==> src/rtl/alu_wb_stage_if.sv <==
// alu_wb_stage_if: ALU-result / register-file-write handshake bundle for alu_wb_stage.
// Forwarding signals exist only when CPU_WB_FWD_EN is defined.
interface alu_wb_stage_if #(
  parameter int unsigned WORD_WIDTH    = 32,
  parameter int unsigned FLAGS_WIDTH   = 4,
  parameter int unsigned REG_IDX_WIDTH = 4
);
  logic                     in_valid;
  logic                     in_ready;
  logic [WORD_WIDTH-1:0]    in_data;
  logic [FLAGS_WIDTH-1:0]   in_flags;
  logic [REG_IDX_WIDTH-1:0] in_rd;
  logic                     in_wr_reg;
  logic                     in_wr_flags;
  logic                     flush;
  logic [FLAGS_WIDTH-1:0]   flags_q;
  logic                     out_valid;
  logic                     out_ready;
  logic [WORD_WIDTH-1:0]    out_data;
  logic [REG_IDX_WIDTH-1:0] out_rd;
  logic                     out_wr_reg;
`ifdef CPU_WB_FWD_EN
  logic                     fwd_valid;
  logic [REG_IDX_WIDTH-1:0] fwd_rd;
  logic [WORD_WIDTH-1:0]    fwd_data;

  modport slave (
    input  in_valid, in_data, in_flags, in_rd, in_wr_reg, in_wr_flags, flush, out_ready,
    output in_ready, flags_q, out_valid, out_data, out_rd, out_wr_reg,
           fwd_valid, fwd_rd, fwd_data
  );
  modport master (
    output in_valid, in_data, in_flags, in_rd, in_wr_reg, in_wr_flags, flush, out_ready,
    input  in_ready, flags_q, out_valid, out_data, out_rd, out_wr_reg,
           fwd_valid, fwd_rd, fwd_data
  );
`else
  modport slave (
    input  in_valid, in_data, in_flags, in_rd, in_wr_reg, in_wr_flags, flush, out_ready,
    output in_ready, flags_q, out_valid, out_data, out_rd, out_wr_reg
  );
  modport master (
    output in_valid, in_data, in_flags, in_rd, in_wr_reg, in_wr_flags, flush, out_ready,
    input  in_ready, flags_q, out_valid, out_data, out_rd, out_wr_reg
  );
`endif
endinterface

==> src/rtl/alu_wb_stage.sv <==
// alu_wb_stage: 2-entry skid buffer between the ALU and the register-file write port,
// plus the architectural flags register feeding the ALU.
// Optional feature macro: CPU_WB_FWD_EN (youngest buffered register write for bypass).
module alu_wb_stage #(
  parameter int unsigned WORD_WIDTH    = 32,
  parameter int unsigned FLAGS_WIDTH   = 4,
  parameter int unsigned REG_IDX_WIDTH = 4
) (
  input logic           clk,
  input logic           rst,
  alu_wb_stage_if.slave bus
);
  localparam int unsigned DEPTH   = 2;
  localparam int unsigned CNT_W   = 2;

  logic [CNT_W-1:0]         r_count;
  logic                     r_head;
  logic                     r_tail;
  logic [WORD_WIDTH-1:0]    r_data [DEPTH];
  logic [REG_IDX_WIDTH-1:0] r_rd   [DEPTH];
  logic                     r_wr   [DEPTH];
  logic [FLAGS_WIDTH-1:0]   r_flags;

  logic w_full;
  logic w_empty;
  logic w_push;
  logic w_pop;

  // Handshake qualifiers come from registered occupancy only; flush cancels both.
  assign w_full  = (r_count == CNT_W'(2));
  assign w_empty = (r_count == CNT_W'(0));
  assign w_push  = bus.in_valid && !w_full && !bus.flush;
  assign w_pop   = !w_empty && bus.out_ready && !bus.flush;

  assign bus.in_ready   = !w_full;
  assign bus.out_valid  = !w_empty;
  assign bus.out_data   = r_data[r_head];
  assign bus.out_rd     = r_rd[r_head];
  assign bus.out_wr_reg = r_wr[r_head];
  assign bus.flags_q    = r_flags;

  // FIFO storage, pointers, occupancy and flags; flags commit at acceptance.
  always_ff @(posedge clk or posedge rst) begin
    if (rst) begin
      r_count <= '0;
      r_head  <= 1'b0;
      r_tail  <= 1'b0;
      r_flags <= '0;
      for (int i = 0; i < DEPTH; i++) begin
        r_data[i] <= '0;
        r_rd[i]   <= '0;
        r_wr[i]   <= 1'b0;
      end
    end else if (bus.flush) begin
      r_count <= '0;
      r_head  <= 1'b0;
      r_tail  <= 1'b0;
    end else begin
      if (w_push) begin
        r_data[r_tail] <= bus.in_data;
        r_rd[r_tail]   <= bus.in_rd;
        r_wr[r_tail]   <= bus.in_wr_reg;
        r_tail         <= ~r_tail;
        if (bus.in_wr_flags) begin
          r_flags <= bus.in_flags;
        end
      end
      if (w_pop) begin
        r_head <= ~r_head;
      end
      if (w_push && !w_pop) begin
        r_count <= r_count + CNT_W'(1);
      end else if (!w_push && w_pop) begin
        r_count <= r_count - CNT_W'(1);
      end
    end
  end

`ifdef CPU_WB_FWD_EN
  logic                     w_young;
  logic                     w_fwd_valid;
  logic [REG_IDX_WIDTH-1:0] w_fwd_rd;
  logic [WORD_WIDTH-1:0]    w_fwd_data;

  // Youngest entry is tail-1; with one entry it coincides with the head.
  assign w_young = ~r_tail;

  // Select the youngest buffered entry that writes a register.
  always_comb begin
    w_fwd_valid = 1'b0;
    w_fwd_rd    = r_rd[r_head];
    w_fwd_data  = r_data[r_head];
    if (!w_empty && r_wr[w_young]) begin
      w_fwd_valid = 1'b1;
      w_fwd_rd    = r_rd[w_young];
      w_fwd_data  = r_data[w_young];
    end else if (w_full && r_wr[r_head]) begin
      w_fwd_valid = 1'b1;
    end
  end

  assign bus.fwd_valid = w_fwd_valid;
  assign bus.fwd_rd    = w_fwd_rd;
  assign bus.fwd_data  = w_fwd_data;
`endif
endmodule
==> src/flat_wrapper.sv <==
// flat-port wrapper written by rule: the top's interface ports become plain ports
module alu_wb_stage_flat 
#(
  parameter int unsigned WORD_WIDTH    = 32,
  parameter int unsigned FLAGS_WIDTH   = 4,
  parameter int unsigned REG_IDX_WIDTH = 4
)
  (clk, rst, bus_in_valid, bus_in_data, bus_in_flags, bus_in_rd, bus_in_wr_reg, bus_in_wr_flags, bus_flush, bus_out_ready, bus_in_ready, bus_flags_q, bus_out_valid, bus_out_data, bus_out_rd, bus_out_wr_reg);
  alu_wb_stage_if #(.WORD_WIDTH(WORD_WIDTH), .FLAGS_WIDTH(FLAGS_WIDTH), .REG_IDX_WIDTH(REG_IDX_WIDTH)) bus_i ();
  input logic clk;
  input logic rst;
  input wire logic [$bits(bus_i.in_valid)-1:0] bus_in_valid;
  input wire logic [$bits(bus_i.in_data)-1:0] bus_in_data;
  input wire logic [$bits(bus_i.in_flags)-1:0] bus_in_flags;
  input wire logic [$bits(bus_i.in_rd)-1:0] bus_in_rd;
  input wire logic [$bits(bus_i.in_wr_reg)-1:0] bus_in_wr_reg;
  input wire logic [$bits(bus_i.in_wr_flags)-1:0] bus_in_wr_flags;
  input wire logic [$bits(bus_i.flush)-1:0] bus_flush;
  input wire logic [$bits(bus_i.out_ready)-1:0] bus_out_ready;
  output wire logic [$bits(bus_i.in_ready)-1:0] bus_in_ready;
  output wire logic [$bits(bus_i.flags_q)-1:0] bus_flags_q;
  output wire logic [$bits(bus_i.out_valid)-1:0] bus_out_valid;
  output wire logic [$bits(bus_i.out_data)-1:0] bus_out_data;
  output wire logic [$bits(bus_i.out_rd)-1:0] bus_out_rd;
  output wire logic [$bits(bus_i.out_wr_reg)-1:0] bus_out_wr_reg;
  assign bus_i.in_valid = bus_in_valid;
  assign bus_i.in_data = bus_in_data;
  assign bus_i.in_flags = bus_in_flags;
  assign bus_i.in_rd = bus_in_rd;
  assign bus_i.in_wr_reg = bus_in_wr_reg;
  assign bus_i.in_wr_flags = bus_in_wr_flags;
  assign bus_i.flush = bus_flush;
  assign bus_i.out_ready = bus_out_ready;
  assign bus_in_ready = bus_i.in_ready;
  assign bus_flags_q = bus_i.flags_q;
  assign bus_out_valid = bus_i.out_valid;
  assign bus_out_data = bus_i.out_data;
  assign bus_out_rd = bus_i.out_rd;
  assign bus_out_wr_reg = bus_i.out_wr_reg;
  alu_wb_stage #(.WORD_WIDTH(WORD_WIDTH), .FLAGS_WIDTH(FLAGS_WIDTH), .REG_IDX_WIDTH(REG_IDX_WIDTH)) u_core (.clk(clk), .rst(rst), .bus(bus_i));
endmodule
==> config.mk <==
export PLATFORM = sky130hd
export DESIGN_NAME = alu_wb_stage_flat
export DESIGN_NICKNAME = d
export VERILOG_FILES = /design/src/rtl/alu_wb_stage_if.sv /design/src/rtl/alu_wb_stage.sv /design/src/flat_wrapper.sv
export SDC_FILE = /design/constraint.sdc
export NUM_CORES = 1
export LEC_CHECK = 0
export ABC_AREA = 1
export CAP_MARGIN = 5
export CORE_MARGIN = 4
export CORE_UTILIZATION = 50
export DETAILED_ROUTE_END_ITERATION = 6
export GPL_TIMING_DRIVEN = 0
export PLACE_DENSITY = 0.92
export SLEW_MARGIN = 20
export SYNTH_ARGS = -nofsm -noshare
export SYNTH_HDL_FRONTEND = slang
export SYNTH_SLANG_ARGS = --single-unit
==> constraint.sdc <==
create_clock -name clk -period 4.8 [get_ports clk]
set_input_delay 1.44 -clock clk [delete_from_list [all_inputs] [get_ports clk]]
set_output_delay 1.44 -clock clk [all_outputs]
set_load 0.005 [all_outputs]
Word-level counts from Yosys, hierarchy flattened
Cells that the tools add are included.
Widths: inputs -> output; s select.
Storage, ports and cells
  register bits: 82
  word-level logic and storage cells: 64
Cells by class
  add/sub/neg operators: 2
  $lt $le $gt $ge: 3
  eq/ne operators: 1
  multiplexer cells: 25
  bitwise gates (word level): 5
  reduce and logical (&&, ||, !) cells: 18
Operators by type and width (number)
  $mux 32: 4
  $bwmux 64: 1
  $demux 32 s1: 1
  $mux 4: 4
  $bwmux 8: 1
  $mux 1: 8
  $logic_and 1x1->1: 7
  $mux 2: 3
  $logic_not 1->1: 5
  $demux 4 s1: 1
  $ge 2x2->1 const B: 2
  $not 1->2: 2
  $reduce_bool 2->1: 2
  $not 1->1: 3
  $reduce_and 3->1: 1
  $reduce_bool 3->1: 1
  $add 2x1->2 const B: 1
  $bwmux 2: 1
  $eq 2x2->1 const B: 1
  $logic_not 2->1: 1
  $lt 2x1->1 const B: 1
  $reduce_and 2->1: 1
  $sub 2x1->2 const B: 1
  $demux 1 s1: 1

Logic depth before layout (Yosys ltp)
  depth after elaboration: 9
  mapped depth: 9
  gate-level depth less buffers: 8

Worst setup path after synthesis
OpenSTA, ideal clock, no wires.
  path type: register to output
  start point: reg u_core.r_head
  end point: out bus_out_data[0]
  arrival time: 1110 ps
  required time: 3360 ps
  path slack: 2250 ps
  cell stages (with the launch flop): 6
  path buffers: 2
  path through: dfrtp_1 inv_1 clkbuf_1 clkbuf_1 nand2_1 nand2_1
On the way
  longest elaborated chain between the ends: 4
RTL lines
  start: declaration: line alu_wb_stage.sv:17  | logic r_head;
  start signal: assignment: line alu_wb_stage.sv:69  | r_head <= ~r_head;
  $not 1->2 (implied by the code): line alu_wb_stage.sv:37  | assign bus.out_data = r_data[r_head];
  $mux 32 (implied by the code) (3 in a row): line alu_wb_stage.sv:37
  end: declaration: line flat_wrapper.sv:23  | output wire logic [$bits(bus_i.out_data)-1:0] bus_out_data;
No other way between the ends. The select of a mux whose other input is x is not followed.

Worst setup path after layout
Same ends and word-level chain as after synthesis.

==> impl_metrics.ini <==
[timing]
relSlewSlack_pct = 62.5
slew_viol_final = 0
worst_pin_slew_ns = 0.563
clock_skew_ns = 0.0122
fmax_ghz = 0.257
setup_ws_ns = 0.916
rsz0062_at_grt = no
finalSetupViolations = 0
timing.final.crit_share_pct = 80.9
final.setup.tns_ns = 0
fin_crit_ns = 3.88
hold_viol = 0

[grt]
grt_max_degree = 43
antenna_found_initial = 0
grtUsageMet2_pct = 36.3
grt.overflow.total = 0
met1_usage_pct = 27.3
grt.busiest_layer = met2
gr-usage-all-layers_pct = 21.6
grt_pass1_wl_um = 15000
grt_util_met3_pct = 4.94
grt_pass1_vias = 3240

[setup_path]
crit_chain = inv_1 -> clkbuf_1 -> clkbuf_1 -> nand2_1 -> nand2_1 -> clkdlybuf4s50_1
worstSetupPathDepth = 6
arrival_ns = 2.44
r2r-end = u_core.r_data[26]$_DFFE_PP0P_
critical_path.max_fanout = 10
slowest_delay_ns = 0.50
rr_worst_depth = 7
reg2reg_from = u_core.r_count[0]$_DFFE_PP0P_
start_kind = register
r2r_setup_slack_ns = 3.26
crit_buf_inv = 4
required_ns = 3.36
cp_slowest_cell = clkbuf_1
critical_path_class = reg -> out
cp-end-kind = output port
cp_top_family = buffers and inverters
crit_start = u_core.r_head$_DFFE_PP0P_
crit_end = bus_out_data[0]

[detailed_routing]
drt_wl_total_um = 9190
num_vias = 3326
drt_iter0_drc = 160
post_drt_wl_per_cell_um = 14.0
drcViolationCount = 0
dr.pass1.iters = 5
antenna_left = 0
vias_per_cell = 5.08

[cts]
cts_sinks = 82
htreeDepth = 3
clock_latency_ns = 0.34
cts_resized = 0
cts_buffers = 9
cts_setup_buffers = 0
cts_root_buf = clkbuf_8
clockBufferDepth = 2
cts_tree = done
ctsHoldBuffers = 0
clk_pin_slew_ns = 0.08

[hold_path]
worst_hold_path_type = reg -> reg
hold_start = u_core.bus.flags_q[3]$_DFFE_PP0P_

[power]
p_per_area_mw_per_mm2 = 550
leakagePower_nw = 2.53
peakVddDrop_mv = 0.233

[synth]
async_reset_ff_share_pct = 100
synth.top_cell.area_share_pct = 55.1
netlist.top_cell.by_area = dfrtp_1
synthTopCellsByCount = nand2_1, dfrtp_1, inv_1, o21ai_0, o21ai_1
synth_flop_cell = dfrtp_1
syn_nets = 498
synthDistinctLibCells = 20
syn_inst = 451
netlist_area_mm2 = 0.00373
yosys-top-cells-area = dfrtp_1, nand2_1, o21ai_2
syn_avg_cell_area_um2 = 8.26
ys_seq_area_share_pct = 55.1
ys_ff_latch = 82
yosys_warnings = 0
synth.most_common_cell = nand2_1
synth-edff-count = 0

[final_layout]
multi_input_area_mm2 = 0.00133
final-seq-area_mm2 = 0.00205
area_delta_synth_final_pct = 32.7
drive_above_1_share_pct = 9.89
diodes = 0
fin_nets = 599
fillers = 593

[floorplanning]
die_y_um = 94.3
initial_core_util_pct = 51.4
dieArea_mm2 = 0.00890
fp.dieW_um = 94.3
placementRows = 31
io_pins = 90
core_area_mm2 = 0.00725

[placed_design]
pre_cts_slack_ns = 1.30
dp.final_hpwl_um = 6670
place_congestion = 0.904
io_buffers = 89

[outcome]
run_status = finished, final reports clean

[flow_run]
cap_violations = 0
-- routing by layer --
metal	part of all wire [%]	vias to the layer above
met1	42	1605
met5	0	-
met3	6.0	15
met2	50	107
met4	1.8	0
li1	-	1599
-- worst min-delay path, delay by kind of cell (launching register included) --
| kind | cells | cell delay, ns |
|---|---|---|
| flip-flops | 1 | 0.35 |
| AND/OR/NAND/NOR | 2 | 0.10 |
-- cell usage in the layout (no fill, tap or decap), types with 2 or more instances in the layout --
cell	instances
a21oi_1	2
buf_1	2
buf_2	2
buf_4	3
buf_6	9
clkbuf_1	9
clkbuf_8	9
clkdlybuf4s50_1	89
dfrtp_1	82
inv_1	42
inv_2	2
nand2_1	207
nand3_1	9
o21ai_0	31
o21ai_1	26
o21ai_2	20
-- stage by stage --
step                      instances  area, um^2  util [%]  total power [mW]  hold slack (ns)
after floorplan                 451        3730         -              1.68            0.453
after global placement          639        4740      65.4              2.19            0.457
after detailed placement        640        4760      65.7              2.25            0.462
after CTS                       655        4950      68.2              2.73            0.480
after global routing            655        4950      68.2              2.92            0.499
final                           655        4950      68.2              2.72            0.477
-- cell type report --
cell class / count / area share (%)
timing repair buffer: 90 / 18.4
buffer: 24 / 3.49
tap: 99 / 2.50
inverter: 45 / 3.46
clock inverter: 4 / 1.04
sequential: 82 / 41.5
clock buffer: 11 / 2.66
multi-input combinational: 300 / 27.0
-- flip-flops by register name, summed over array words and instances (netlist names) --
name and count:
u_core.r_data 64, u_core.r_rd 8, u_core.bus.flags_q 4, u_core.r_count 2
u_core.r_wr 2, u_core.r_head 1, u_core.r_tail 1
-- where the power goes --
group          leakage, nW  internal [mW]  switching (mW)  total (mW)
Combinational         1.41          0.575           0.515        1.09
Clock               0.0898          0.239           0.241       0.480
Sequential            1.02          0.984           0.165        1.15
Total                 2.53           1.80           0.921        2.72
-- cell families (layout without fill, tap and decap cells) --
family	count (synthesis)	count (layout)	share of synthesized area (%)
compound gates	79	79	12.6
flops	82	82	55.1
buf+inv	69	174	9.16
simple gates	221	221	23.2
-- worst min-delay path by stage --
stage               slack [ns]  cells past startpoint                                 to
finish                    0.48                      2  u_core.bus.flags_q[3]$_DFFE_PP0P_
global route              0.50                      2  u_core.bus.flags_q[3]$_DFFE_PP0P_
CTS                       0.48                      2  u_core.bus.flags_q[0]$_DFFE_PP0P_
detailed placement        0.46                      2  u_core.bus.flags_q[3]$_DFFE_PP0P_
global placement          0.46                      2  u_core.bus.flags_q[3]$_DFFE_PP0P_
floorplan                 0.45                      2      u_core.r_data[11]$_DFFE_PP0P_
Power figures use the tool's default switching activity.
